===== config.mk =====
export PLATFORM = sky130hd
export DESIGN_NAME = pc_gen_flat
export DESIGN_NICKNAME = d
export VERILOG_FILES = /design/src/rtl/pc_gen_if.sv /design/src/rtl/pc_gen.sv /design/src/flat_wrapper.sv
export SDC_FILE = /design/constraint.sdc
export NUM_CORES = 1
export LEC_CHECK = 0
export BUFFER_PORTS_ARGS = -buffer_cell sky130_fd_sc_hd__buf_2
export CORE_MARGIN = 2
export CORE_UTILIZATION = 50
export CTS_CLUSTER_DIAMETER = 30
export DETAILED_ROUTE_END_ITERATION = 16
export GPL_ROUTABILITY_DRIVEN = 1
export PLACE_DENSITY = 0.76
export SLEW_MARGIN = 20
export SYNTH_ARGS = -nofsm -noshare
export SYNTH_HDL_FRONTEND = slang
export SYNTH_SLANG_ARGS = --single-unit

===== constraint.sdc =====
create_clock -name clk -period 2.2 [get_ports clk]
set_clock_uncertainty 0.2 [all_clocks]
set_input_delay 0.55 -clock clk [delete_from_list [all_inputs] [get_ports clk]]
set_output_delay 0.55 -clock clk [all_outputs]
set_load 0.1 [all_outputs]

===== src/rtl/pc_gen_if.sv =====
// Fetch-side bundle of the program-counter generator: control inputs in, fetch request out.
// The master modport is the PC generator; the slave modport is the pipeline/memory side.
interface pc_gen_if #(
   parameter int ADDR_W = 32
);
   logic              hold;
   logic              redirect_valid;
   logic [ADDR_W-1:0] redirect_target;
   logic              fetch_ready;
   logic [ADDR_W-1:0] pc;
   logic              pc_valid;
   logic              epoch;
   logic              misalign_err;

   modport master (
      input  hold, redirect_valid, redirect_target, fetch_ready,
      output pc, pc_valid, epoch, misalign_err
   );

   modport slave (
      output hold, redirect_valid, redirect_target, fetch_ready,
      input  pc, pc_valid, epoch, misalign_err
   );
endinterface


===== src/rtl/pc_gen.sv =====
// Program-counter generator with BOOT/RUN/HOLD sequencing, redirect epochs and a one-entry pending redirect.
// Define PC_ALIGN_CHECK_EN to trap misaligned redirect targets to TRAP_VEC; otherwise their low bits are cleared.
module pc_gen #(
   parameter int                ADDR_W    = 32,
   parameter logic [ADDR_W-1:0] RESET_VEC = {ADDR_W{1'b0}},
   parameter logic [ADDR_W-1:0] INC       = ADDR_W'(3'd4),
   parameter logic [ADDR_W-1:0] TRAP_VEC  = ADDR_W'(12'h100)
) (
   input  logic         clk,
   input  logic         rst_n,
   pc_gen_if.master     bus
);
   typedef enum logic [1:0] {
      BOOT = 2'd0,
      RUN  = 2'd1,
      HOLD = 2'd2
   } state_e;

   localparam logic [ADDR_W-1:0] LOW_MASK = INC - ADDR_W'(1'b1);

   state_e            state_q, state_d;
   logic [ADDR_W-1:0] pc_q, pc_d;
   logic              pc_valid_q, pc_valid_d;
   logic              epoch_q, epoch_d;
   logic              misalign_q, misalign_d;
   logic              pend_valid_q, pend_valid_d;
   logic [ADDR_W-1:0] pend_addr_q, pend_addr_d;

   logic [ADDR_W-1:0] tgt_eff_s;
   logic              tgt_bad_s;

   // Resolve the redirect target into the address actually loaded and whether it trapped
`ifdef PC_ALIGN_CHECK_EN
   always_comb begin
      tgt_bad_s = |(bus.redirect_target & LOW_MASK);
      if (tgt_bad_s) begin
         tgt_eff_s = TRAP_VEC;
      end else begin
         tgt_eff_s = bus.redirect_target;
      end
   end
`else
   always_comb begin
      tgt_bad_s = 1'b0;
      tgt_eff_s = bus.redirect_target & ~LOW_MASK;
   end
`endif

   // Next-state logic; redirect always wins, then hold, then sequential advance
   always_comb begin
      state_d      = state_q;
      pc_d         = pc_q;
      pc_valid_d   = pc_valid_q;
      epoch_d      = epoch_q;
      misalign_d   = 1'b0;
      pend_valid_d = pend_valid_q;
      pend_addr_d  = pend_addr_q;
      case (state_q)
         BOOT: begin
            state_d    = RUN;
            pc_valid_d = 1'b1;
            if (bus.redirect_valid) begin
               pc_d       = tgt_eff_s;
               epoch_d    = ~epoch_q;
               misalign_d = tgt_bad_s;
            end else begin
               pc_d = pc_q;
            end
         end
         RUN: begin
            if (bus.redirect_valid) begin
               pc_d       = tgt_eff_s;
               epoch_d    = ~epoch_q;
               misalign_d = tgt_bad_s;
               if (bus.hold) begin
                  state_d      = HOLD;
                  pc_valid_d   = 1'b0;
                  pend_valid_d = 1'b0;
               end else begin
                  pc_valid_d = 1'b1;
               end
            end else if (bus.hold) begin
               state_d    = HOLD;
               pc_valid_d = 1'b0;
            end else if (bus.fetch_ready) begin
               pc_d = pc_q + INC;
            end else begin
               pc_d = pc_q;
            end
         end
         HOLD: begin
            if (!bus.hold) begin
               state_d      = RUN;
               pc_valid_d   = 1'b1;
               pend_valid_d = 1'b0;
               if (bus.redirect_valid) begin
                  pc_d       = tgt_eff_s;
                  epoch_d    = ~epoch_q;
                  misalign_d = tgt_bad_s;
               end else if (pend_valid_q) begin
                  pc_d = pend_addr_q;
               end else begin
                  pc_d = pc_q;
               end
            end else if (bus.redirect_valid) begin
               // Newest redirect overwrites any earlier one captured during this freeze
               pend_valid_d = 1'b1;
               pend_addr_d  = tgt_eff_s;
               epoch_d      = ~epoch_q;
               misalign_d   = tgt_bad_s;
            end else begin
               pc_d = pc_q;
            end
         end
         default: begin
            state_d    = BOOT;
            pc_valid_d = 1'b0;
         end
      endcase
   end

   // State and output registers with synchronous active-low reset
   always_ff @(posedge clk) begin
      if (!rst_n) begin
         state_q      <= BOOT;
         pc_q         <= RESET_VEC;
         pc_valid_q   <= 1'b0;
         epoch_q      <= 1'b0;
         misalign_q   <= 1'b0;
         pend_valid_q <= 1'b0;
         pend_addr_q  <= {ADDR_W{1'b0}};
      end else begin
         state_q      <= state_d;
         pc_q         <= pc_d;
         pc_valid_q   <= pc_valid_d;
         epoch_q      <= epoch_d;
         misalign_q   <= misalign_d;
         pend_valid_q <= pend_valid_d;
         pend_addr_q  <= pend_addr_d;
      end
   end

   assign bus.pc           = pc_q;
   assign bus.pc_valid     = pc_valid_q;
   assign bus.epoch        = epoch_q;
   assign bus.misalign_err = misalign_q;
endmodule

===== src/flat_wrapper.sv =====
// flat-port wrapper written by rule: the top's interface ports become plain ports
module pc_gen_flat 
#(
   parameter int                ADDR_W    = 32,
   parameter logic [ADDR_W-1:0] RESET_VEC = {ADDR_W{1'b0}},
   parameter logic [ADDR_W-1:0] INC       = ADDR_W'(3'd4),
   parameter logic [ADDR_W-1:0] TRAP_VEC  = ADDR_W'(12'h100)
)
  (clk, rst_n, bus_hold, bus_redirect_valid, bus_redirect_target, bus_fetch_ready, bus_pc, bus_pc_valid, bus_epoch, bus_misalign_err);
  pc_gen_if #(.ADDR_W(ADDR_W)) bus_i ();
  input  logic clk;
  input  logic rst_n;
  input wire logic [$bits(bus_i.hold)-1:0] bus_hold;
  input wire logic [$bits(bus_i.redirect_valid)-1:0] bus_redirect_valid;
  input wire logic [$bits(bus_i.redirect_target)-1:0] bus_redirect_target;
  input wire logic [$bits(bus_i.fetch_ready)-1:0] bus_fetch_ready;
  output wire logic [$bits(bus_i.pc)-1:0] bus_pc;
  output wire logic [$bits(bus_i.pc_valid)-1:0] bus_pc_valid;
  output wire logic [$bits(bus_i.epoch)-1:0] bus_epoch;
  output wire logic [$bits(bus_i.misalign_err)-1:0] bus_misalign_err;
  assign bus_i.hold = bus_hold;
  assign bus_i.redirect_valid = bus_redirect_valid;
  assign bus_i.redirect_target = bus_redirect_target;
  assign bus_i.fetch_ready = bus_fetch_ready;
  assign bus_pc = bus_i.pc;
  assign bus_pc_valid = bus_i.pc_valid;
  assign bus_epoch = bus_i.epoch;
  assign bus_misalign_err = bus_i.misalign_err;
  pc_gen #(.ADDR_W(ADDR_W), .RESET_VEC(RESET_VEC), .INC(INC), .TRAP_VEC(TRAP_VEC)) u_core (.clk(clk), .rst_n(rst_n), .bus(bus_i));
endmodule

==> reports/metrics.yaml <==
outcome:
  status: "finished, final reports clean"
routing:
  via_count: 4281
  ant_nets: 0
  drt_iter0_drc: 299
  wire_per_inst_um: 16.94
  drc: 0
  wl_um: 11690
  vias_per_cell: 6.204
  drt_pass1_iterations: 5
synthesis:
  synth_area_leaders: "dfxtp_1 (34%), nand2_1 (8.9%), a21oi_1 (6.1%), o21ai_0 (5.0%), nor2_1 (3.6%)"
  syn_avg_cell_area_um2: 7.527
  seq_area_frac_synth_pct: 34.37
  netlist_area_um2: 3786
  ys_ff_latch: 65
  async_flop_share_pct: 0
  synth-edff-count: 0
  ys_types: 63
  synth.yosys.warnings: 0
  yosysTopAreaCell: "dfxtp_1"
  ys.flop_type: "dfxtp_1"
  netlist_top_cells_count: "nand2_1 (90), dfxtp_1 (65), a21oi_1 (46), o21ai_0 (38), nor2_1 (36)"
  synth_cells: 503
  synth_most_common_cell: "nand2_1"
  synth_top_area_share_pct: 34.37
worst_setup_path:
  cp_max_fo: 7
  r2r_setup_slack_ps: 60
  crit_arrival_ps: 2190
  worstPathRequired_ps: 2250
  path_class: "reg2reg"
  worst_setup_path_start_kind: "flip-flop"
  cp-end-kind: "flip-flop"
placed_design:
  io_buffers: 66
  gp_congestion: 0.9471
  hpwl_um: 7978
  dp_cells: 668
  post-place-ws_ps: -61.20
final_layout:
  stdcell_count: 690
  fin_nets: 629
  fillers: 622
  regArea_um2: 1379
  layout-drive-gt1-share_pct: 31.13
  area_delta_synth_final_pct: 28.52
  post-route-util_pct: 66.73
  multi_input_area_um2: 2399
  n_antenna_cell: 0
cts:
  h-tree-depth: 3
  cts_tree: "done"
  cts-hold-fix-buffers: 0
  cts-buffers-inserted: 9
  cts_root_buf: "clkbuf_8"
  cts.clk_slew.worst_paths_ps: 70
  cts.sinks: 65
  cts_buffer_depth: 2
  worst_skew_pair.late_latency_ps: 340
global_route:
  grt_pass1_vias: 3927
  antenna_found_initial: 0
  grt_max_degree: 40
  grt_pass1_wl_um: 18840
  grt.total_usage_pct: 27.65
  grt_overflow: 0
floorplanning:
  dieArea_um2: 8285
  die_x_um: 91.02
  num_io_pins: 72
  coreArea_um2: 7292
  start_util_pct: 51.92
  row_count: 31
  die_h_um: 91.02
timing:
  fmax_mhz: 466.9
  fin_crit_ps: 2142
  finalSetupViolCount: 0
  report.final.hold_viol_count: 0
  fin_hold_ws_ps: 256.2
  finalCritPeriodShare_pct: 97.35
  final_max_slew_viol_count: 0
  worst_slack_ps: 58.41
hold_path:
  hp-class: "in2reg"
power:
  p_per_area_nw_per_um2: 938.9
  vdd_drop_max_uv: 663.2
  p_leak_nw: 1.842
job:
  max_cap_violations: 0
==> routing by layer <==
layer	track usage, %	share of wire [%]	routed length [um]	up-vias
met1	35.68	42	4858	2022
met4	9.343	1.9	218	0
met5	0	0	0	-
met3	4.315	8.1	947	23
li1	-	-	-	2019
met2	47.04	48	5666	217
==> cell type report <==
cell class                 instances  share of cell area [%]
clock buffer                      12                   3.188
clock inverter                     3                  0.3343
inverter                           8                  0.6943
multi-input combinational        388                   49.29
sequential                        65                   28.34
tap                               99                   2.546
timing repair buffer             115                   15.61
==> timing repair <==
action / CTS / global route
buffers inserted: 0 / 5
resized for setup: 3 / 24
setup endpoints to repair: 18 / 26
pin swaps: 0 / 4
gates cloned: 0 / 2
==> cells by family after synthesis <==
| kind of cell | after synthesis | share of synthesized area (%) |
|---|---|---|
| xor+xnor | 4 | 0.9255 |
| compound gates | 167 | 29.54 |
| other cells | 1 | 0.09905 |
| flops | 65 | 34.37 |
| fa+ha+maj | 5 | 1.652 |
| buf+inv | 52 | 5.850 |
| simple gates | 204 | 26.14 |
| mux | 5 | 1.421 |
==> report_power, final <==
group | internal [W] | switching, W | leakage (nW) | total (W)
combinational | 0.000619 | 0.00149 | 1.21 | 0.00211
sequential | 0.00134 | 0.000196 | 0.546 | 0.00153
clock | 0.000460 | 0.000465 | 0.0859 | 0.000925
total | 0.00242 | 0.00215 | 1.84 | 0.00457
==> stage by stage <==
step / power (W) / setup TNS (ps) / cell area [um^2]
6_report: 0.004569 / 0 / 4866
5_1_grt: 0.004750 / -53.01 / 4866
4_1_cts: 0.004423 / 0 / 4706
3_5_place_dp: 0.003505 / -348.4 / 4528
3_3_place_gp: 0.003479 / -23.61 / 4528
2_1_floorplan: 0.003000 / -67.03 / 3909
==> placed cells by master, fill, tap and decap left out, drive strengths merged, types with 11 or more instances in the layout <==
master,instances
nor3,11
a21oi,46
buf,114
nand2,90
dfxtp,65
clkbuf,13
a22o,12
nand3,12
o21ai,38
nor2,37
==> flip-flops by register name (all words and copies together) (netlist names) <==
register	count
u_core.bus.pc_valid	1
u_core.pend_addr_q	30
u_core.pend_valid_q	1
u_core.bus.pc	30
u_core.state_q	2
u_core.bus.epoch	1
==> path summary, 6_finish.rpt <==
check,from,end,cells past startpoint
worst max-delay path,u_core.state_q[0],u_core.bus.pc[30],10
worst min register to register,u_core.pend_addr_q[15],u_core.pend_addr_q[15],2
worst max register to register,u_core.state_q[0],u_core.bus.pc[30],10
worst min-delay path,bus_redirect_target[15],u_core.pend_addr_q[15],3
==> worst max-delay path, stage by stage (launching register included) <==
cell and delay [ps]:
dfxtp_4 380, inv_2 70, ha_4 180, nand2b_1 130, a21oi_2 80, buf_4 150, nor3_4 270, buf_4 170
buf_4 130, nor2_1 40, o32ai_1 250
No activity file was read; power rests on OpenSTA's default activity.
